<file path="config.mk">
export PLATFORM = sky130hd
export DESIGN_NAME = restoring_div_seq_flat
export DESIGN_NICKNAME = d
export VERILOG_FILES = /design/src/rtl/restoring_div_seq_if.sv /design/src/rtl/restoring_div_seq.sv /design/src/flat_wrapper.sv
export SDC_FILE = /design/constraint.sdc
export NUM_CORES = 1
export LEC_CHECK = 0
export BUFFER_PORTS_ARGS = -buffer_cell sky130_fd_sc_hd__buf_2
export CAP_MARGIN = 25
export CORE_MARGIN = 3
export CORE_UTILIZATION = 59
export CTS_CLUSTER_DIAMETER = 60
export DETAILED_ROUTE_END_ITERATION = 16
export PLACE_DENSITY = 0.83
export SYNTH_ARGS = -nofsm -noshare
export SYNTH_HDL_FRONTEND = slang
export SYNTH_SLANG_ARGS = --single-unit
</file>
<file path="constraint.sdc">
create_clock -name clk -period 5.5 [get_ports clk]
set_clock_uncertainty 0.05 [all_clocks]
set_input_delay 1.1 -clock clk [delete_from_list [all_inputs] [get_ports clk]]
set_output_delay 1.1 -clock clk [all_outputs]
set_load 0.01 [all_outputs]
</file>
<file path="src/rtl/restoring_div_seq_if.sv">
// Start/done handshake bundle for restoring_div_seq: operands in, results and status out.
interface restoring_div_seq_if #(
  parameter int WIDTH = 8
);
  logic             start;
  logic [WIDTH-1:0] dividend;
  logic [WIDTH-1:0] divisor;
  logic             busy;
  logic             done;
  logic [WIDTH-1:0] quotient;
  logic [WIDTH-1:0] remainder;
  logic             div_by_zero;

  modport master (
    output start, dividend, divisor,
    input  busy, done, quotient, remainder, div_by_zero
  );

  modport slave (
    input  start, dividend, divisor,
    output busy, done, quotient, remainder, div_by_zero
  );
endinterface

</file>
<file path="src/rtl/restoring_div_seq.sv">
// Sequential unsigned restoring divider: one shared subtractor, WIDTH iterations per result.
// Optional feature macro DIV_ZERO_DETECT_EN: divisor 0 short-circuits straight to DONE.
module restoring_div_seq #(
  parameter int WIDTH = 8
) (
  input  logic               clk,
  input  logic               rst_n,
  restoring_div_seq_if.slave bus
);
  localparam int CW = $clog2(WIDTH) + 1;

  typedef enum logic [1:0] {IDLE, RUN, DONE} state_t;

  state_t           state;
  logic [WIDTH-1:0] a;
  logic [WIDTH-1:0] q;
  logic [WIDTH-1:0] m;
  logic [CW-1:0]    cnt;
  logic             busy_r;
  logic             done_r;
  logic [WIDTH-1:0] quotient_r;
  logic [WIDTH-1:0] remainder_r;

  logic [WIDTH:0]   a_sh;
  logic [WIDTH:0]   d;
  logic [WIDTH-1:0] a_next;
  logic [WIDTH-1:0] q_next;

  // A's top bit is always 0 after a restore, so only WIDTH bits are stored;
  // the shifted partial remainder and the difference keep the full WIDTH+1 bits.
  always_comb begin
    a_sh   = {a, q[WIDTH-1]};
    d      = a_sh + ~{1'b0, m} + {{WIDTH{1'b0}}, 1'b1};
    a_next = d[WIDTH] ? a_sh[WIDTH-1:0] : d[WIDTH-1:0];
    q_next = {q[WIDTH-2:0], ~d[WIDTH]};
  end

`ifdef DIV_ZERO_DETECT_EN
  logic dbz;
  assign bus.div_by_zero = dbz;
`else
  assign bus.div_by_zero = 1'b0;
`endif

  always_ff @(posedge clk) begin
    if (!rst_n) begin
      state       <= IDLE;
      a           <= '0;
      q           <= '0;
      m           <= '0;
      cnt         <= '0;
      busy_r      <= 1'b0;
      done_r      <= 1'b0;
      quotient_r  <= '0;
      remainder_r <= '0;
`ifdef DIV_ZERO_DETECT_EN
      dbz         <= 1'b0;
`endif
    end else begin
      case (state)
        IDLE, DONE: begin
          state  <= IDLE;
          busy_r <= 1'b0;
          done_r <= 1'b0;
          if (bus.start) begin
            a      <= '0;
            q      <= bus.dividend;
            m      <= bus.divisor;
            cnt    <= CW'(WIDTH);
            state  <= RUN;
            busy_r <= 1'b1;
`ifdef DIV_ZERO_DETECT_EN
            dbz    <= 1'b0;
            if (bus.divisor == '0) begin
              state       <= DONE;
              busy_r      <= 1'b0;
              done_r      <= 1'b1;
              cnt         <= '0;
              quotient_r  <= '1;
              remainder_r <= bus.dividend;
              dbz         <= 1'b1;
            end
`endif
          end
        end
        RUN: begin
          a   <= a_next;
          q   <= q_next;
          cnt <= cnt - CW'(1);
          if (cnt == CW'(1)) begin
            state       <= DONE;
            busy_r      <= 1'b0;
            done_r      <= 1'b1;
            quotient_r  <= q_next;
            remainder_r <= a_next;
          end
        end
        default: begin
          state  <= IDLE;
          busy_r <= 1'b0;
          done_r <= 1'b0;
        end
      endcase
    end
  end

  assign bus.busy      = busy_r;
  assign bus.done      = done_r;
  assign bus.quotient  = quotient_r;
  assign bus.remainder = remainder_r;
endmodule
</file>
<file path="src/flat_wrapper.sv">
// flat-port wrapper written by rule: the top's interface ports become plain ports
module restoring_div_seq_flat 
#(
  parameter int WIDTH = 8
)
  (clk, rst_n, bus_start, bus_dividend, bus_divisor, bus_busy, bus_done, bus_quotient, bus_remainder, bus_div_by_zero);
  restoring_div_seq_if #(.WIDTH(WIDTH)) bus_i ();
  input  logic clk;
  input  logic rst_n;
  input wire logic [$bits(bus_i.start)-1:0] bus_start;
  input wire logic [$bits(bus_i.dividend)-1:0] bus_dividend;
  input wire logic [$bits(bus_i.divisor)-1:0] bus_divisor;
  output wire logic [$bits(bus_i.busy)-1:0] bus_busy;
  output wire logic [$bits(bus_i.done)-1:0] bus_done;
  output wire logic [$bits(bus_i.quotient)-1:0] bus_quotient;
  output wire logic [$bits(bus_i.remainder)-1:0] bus_remainder;
  output wire logic [$bits(bus_i.div_by_zero)-1:0] bus_div_by_zero;
  assign bus_i.start = bus_start;
  assign bus_i.dividend = bus_dividend;
  assign bus_i.divisor = bus_divisor;
  assign bus_busy = bus_i.busy;
  assign bus_done = bus_i.done;
  assign bus_quotient = bus_i.quotient;
  assign bus_remainder = bus_i.remainder;
  assign bus_div_by_zero = bus_i.div_by_zero;
  restoring_div_seq #(.WIDTH(WIDTH)) u_core (.clk(clk), .rst_n(rst_n), .bus(bus_i));
endmodule
</file>
==> results.toml <==
[yosys]
synth_fa_ha_area_share_pct = 6.69
synth-xor-area-share_pct = 1.62
postSynth.asyncResetShare_pct = 0
ys.flop_type = "dfxtp_1"
synth_top_family_by_area = "compound AO/OA/AOI/OAI gates"
synth_fp_nets = 299
synth-compound-area-share_pct = 23.0
syn_inst = 269
synth_warnings = 0
synth_area_per_cell_um2 = 8.06
ys_seq_area_share_pct = 43.4
synthMuxAreaShare_pct = 1.38
ys_seq_elements = 47
synth_area_um2 = 2170
ys_types = 40
synth_simple_gate_area_share_pct = 18.2
synth-edff-count = 0

[routing]
wl_met2_um = 2170
drc = 0
routed_wirelength_um = 4700
vias = 1932
dr.pass1.iters = 4
drt-met1-wl_um = 2300
wl_met3_um = 194
drt_iter0_drc = 153
topRoutingLayerUsed = "met4"
drt-wirelength-per-cell_um = 13.5
ant_nets = 0
vias_per_cell = 5.57

[hold_path]
min_path_type = "flop to flop"

[worst_setup_path]
cpMostUsedCell = "inv_1"
worstPathMaxFanout = 11
r2r_start = "u_core.q[7]$_SDFFE_PN0P_"
critPathRequiredTime_ns = 5.61
critical_path.startpoint = "u_core.q[7]$_SDFFE_PN0P_"
cp-end-kind = "flop"
worst_setup_path_start_kind = "flop"
ff2ff_path_depth = 10
reg2reg_to = "u_core.bus.remainder[5]$_SDFFE_PN0P_"
crit_chain = "inv_1 -> ha_1 -> inv_1 -> fa_1 -> a211oi_2 -> o211a_1 -> o211ai_1 -> and2_1 -> a31oi_1 -> a211oi_1"
max_stage_delay_ns = 0.42
r2r_slack_ns = 2.73
critPathTopFamily = "compound AO/OA/AOI/OAI gates"
cpMaxStageDelayCell = "fa_1"
worst-path-buf-inv = 2
cp.depth = 10
cp.arrival_ns = 2.88
path_class = "flop to flop"
worstSetupEndpoint = "u_core.bus.remainder[5]$_SDFFE_PN0P_"

[clocking]
clock-sinks = 47
clk_latency_ns = 0.31
cts_hold_buf = 0
clock-root-buffer = "clkbuf_8"
cts_tree = "yes"
post_cts_buffers = 0
cts_made_buffers = 5
clk_pin_slew_ns = 0.10
ctsResizeCount = 0
htree_levels = 2
cts_buffer_depth = 2

[timing]
tightest_slew_ns = 0.903
layout_worst_path_cycle_share_pct = 50.4
finalSetupTns_ns = 0
finalHoldViolations = 0
drv_slew = 0
rsz0062_at_grt = "false"
setup-violations-final = 0
slew_headroom_pct = 39.5
layout_min_cycle_time_ns = 2.77
max_freq_mhz = 360
finalWorstSetupSlack_ns = 2.73

[power]
power.clock.fraction_pct = 25.6
p_int_uw = 539
switching_power_uw = 274
vdd_drop_max_v = 0.000224
power_uw = 813
p_sw_share_pct = 33.7
p_leak_uw = 0.000996
p_seq_share_pct = 46.5
power.density_nw_per_um2 = 333
p_comb_share_pct = 27.8

[finish]
final_util_pct = 71.0
finish.net_count = 330
area_growth_pct = 12.7
layout_common_cells = "nand2_1 (56), dfxtp_1 (47), a21oi_1 (36), buf_2 (36), o21ai_0 (18)"
diodes = 0
final_common_cell = "nand2_1"
drive_above_1_share_pct = 15.9

[global_routing]
overflow = 0
grt_pass1_wl_um = 7680
grt_util_all_layers_pct = 22.7
grt_pass1_vias = 1691
antenna_found_initial = 0
grt_start_max_net_pins = 34

[die]
start_util_pct = 63.0
pin_count = 38
dieArea_um2 = 4440
die_y_um = 66.6
fp.dieW_um = 66.6
coreArea_um2 = 3440
rows = 21

[run_status]
status = "finished clean"

[place]
dp_hpwl_um = 3400
gp_congestion = 0.847
post-place-ws_ns = 2.47
portBuffers = 36

[flow_run]
cap_violations = 0
-- cell type report --
cell class / count / area (um^2)
Fill cell: 297 / 998
Inverter: 14 / 52.6
Timing Repair Buffer: 38 / 195
Clock inverter: 3 / 20.0
Multi-Input combinational cell: 194 / 1110
Sequential cell: 47 / 941
Tap cell: 46 / 57.6
Clock buffer: 5 / 68.8
-- stage by stage --
| step | hold WS (ns) | cell area, um^2 | cells |
|---|---|---|---|
| 2_1_floorplan | 0.386 | 2170 | 269 |
| 3_3_place_gp | 0.392 | 2350 | 339 |
| 3_5_place_dp | 0.396 | 2350 | 339 |
| 4_1_cts | 0.409 | 2440 | 347 |
| 5_1_grt | 0.426 | 2440 | 347 |
| 6_report | 0.408 | 2440 | 347 |
-- cell usage after synthesis, types with 3 or more instances --
cell | instances | share of area [%]
nand2_1 | 56 | 9.7
nand3_1 | 4 | 0.92
a211oi_1 | 5 | 1.7
o211ai_1 | 4 | 1.4
o21ai_0 | 18 | 4.2
ha_1 | 10 | 5.8
nor2_1 | 15 | 2.6
dfxtp_1 | 47 | 43
a21oi_1 | 36 | 8.3
xnor2_1 | 3 | 1.2
nand2b_1 | 3 | 0.87
a22oi_1 | 8 | 2.8
clkbuf_1 | 8 | 1.4
mux2i_1 | 3 | 1.4
inv_1 | 13 | 2.3
and2_1 | 5 | 1.4
-- worst min-delay path: cells and delay by family (launching register included) --
family / cells / cell delay [ns]
compound gates: 1 / 0.05
simple gates: 1 / 0.05
flops: 1 / 0.32
-- sequential cells by signal (all words and copies together), names as in the netlist --
register              cells
u_core.bus.done           1
u_core.q                  8
u_core.a                  8
u_core.state              1
u_core.bus.remainder      8
u_core.m                  8
u_core.bus.quotient       8
u_core.cnt                4
u_core.bus.busy           1
-- worst min-delay path by stage --
stage	end	start	cells past startpoint
global route	u_core.bus.quotient[4]$_SDFFE_PN0P_	u_core.bus.quotient[4]$_SDFFE_PN0P_	2
global placement	u_core.m[5]$_SDFFE_PN0P_	u_core.m[5]$_SDFFE_PN0P_	2
CTS	u_core.bus.quotient[6]$_SDFFE_PN0P_	u_core.bus.quotient[6]$_SDFFE_PN0P_	2
floorplan	u_core.m[1]$_SDFFE_PN0P_	u_core.m[1]$_SDFFE_PN0P_	2
finish	u_core.bus.quotient[6]$_SDFFE_PN0P_	u_core.bus.quotient[6]$_SDFFE_PN0P_	2
detailed placement	u_core.bus.quotient[6]$_SDFFE_PN0P_	u_core.bus.quotient[6]$_SDFFE_PN0P_	2
-- metal layers --
metal | GRT usage, % | up-vias
met5 | 0 | -
met4 | 5.84 | 0
met3 | 5.06 | 4
met2 | 35.9 | 37
met1 | 31.1 | 903
li1 | - | 988
-- cells by family (layout without fill, tap and decap cells) --
family                   after synthesis  count (layout)
adder cells (fa/ha/maj)               11              11
AND/OR/NAND/NOR                       92              92
multiplexers                           3               3
other                                  1               1
buffers and inverters                 28              60
XOR/XNOR                               4               4
AO/OA/AOI/OAI                         83              83
flip-flops                            47              47
-- power by group through the flow --
stage	Clock, uW	Sequential, uW	Combinational [uW]
final	208	378	226
after global routing	224	381	255
after CTS	209	378	224
after detailed placement	0	386	222
after global placement	0	385	219
after floorplan	0	382	185
No activity file was read; power rests on OpenSTA's default activity.
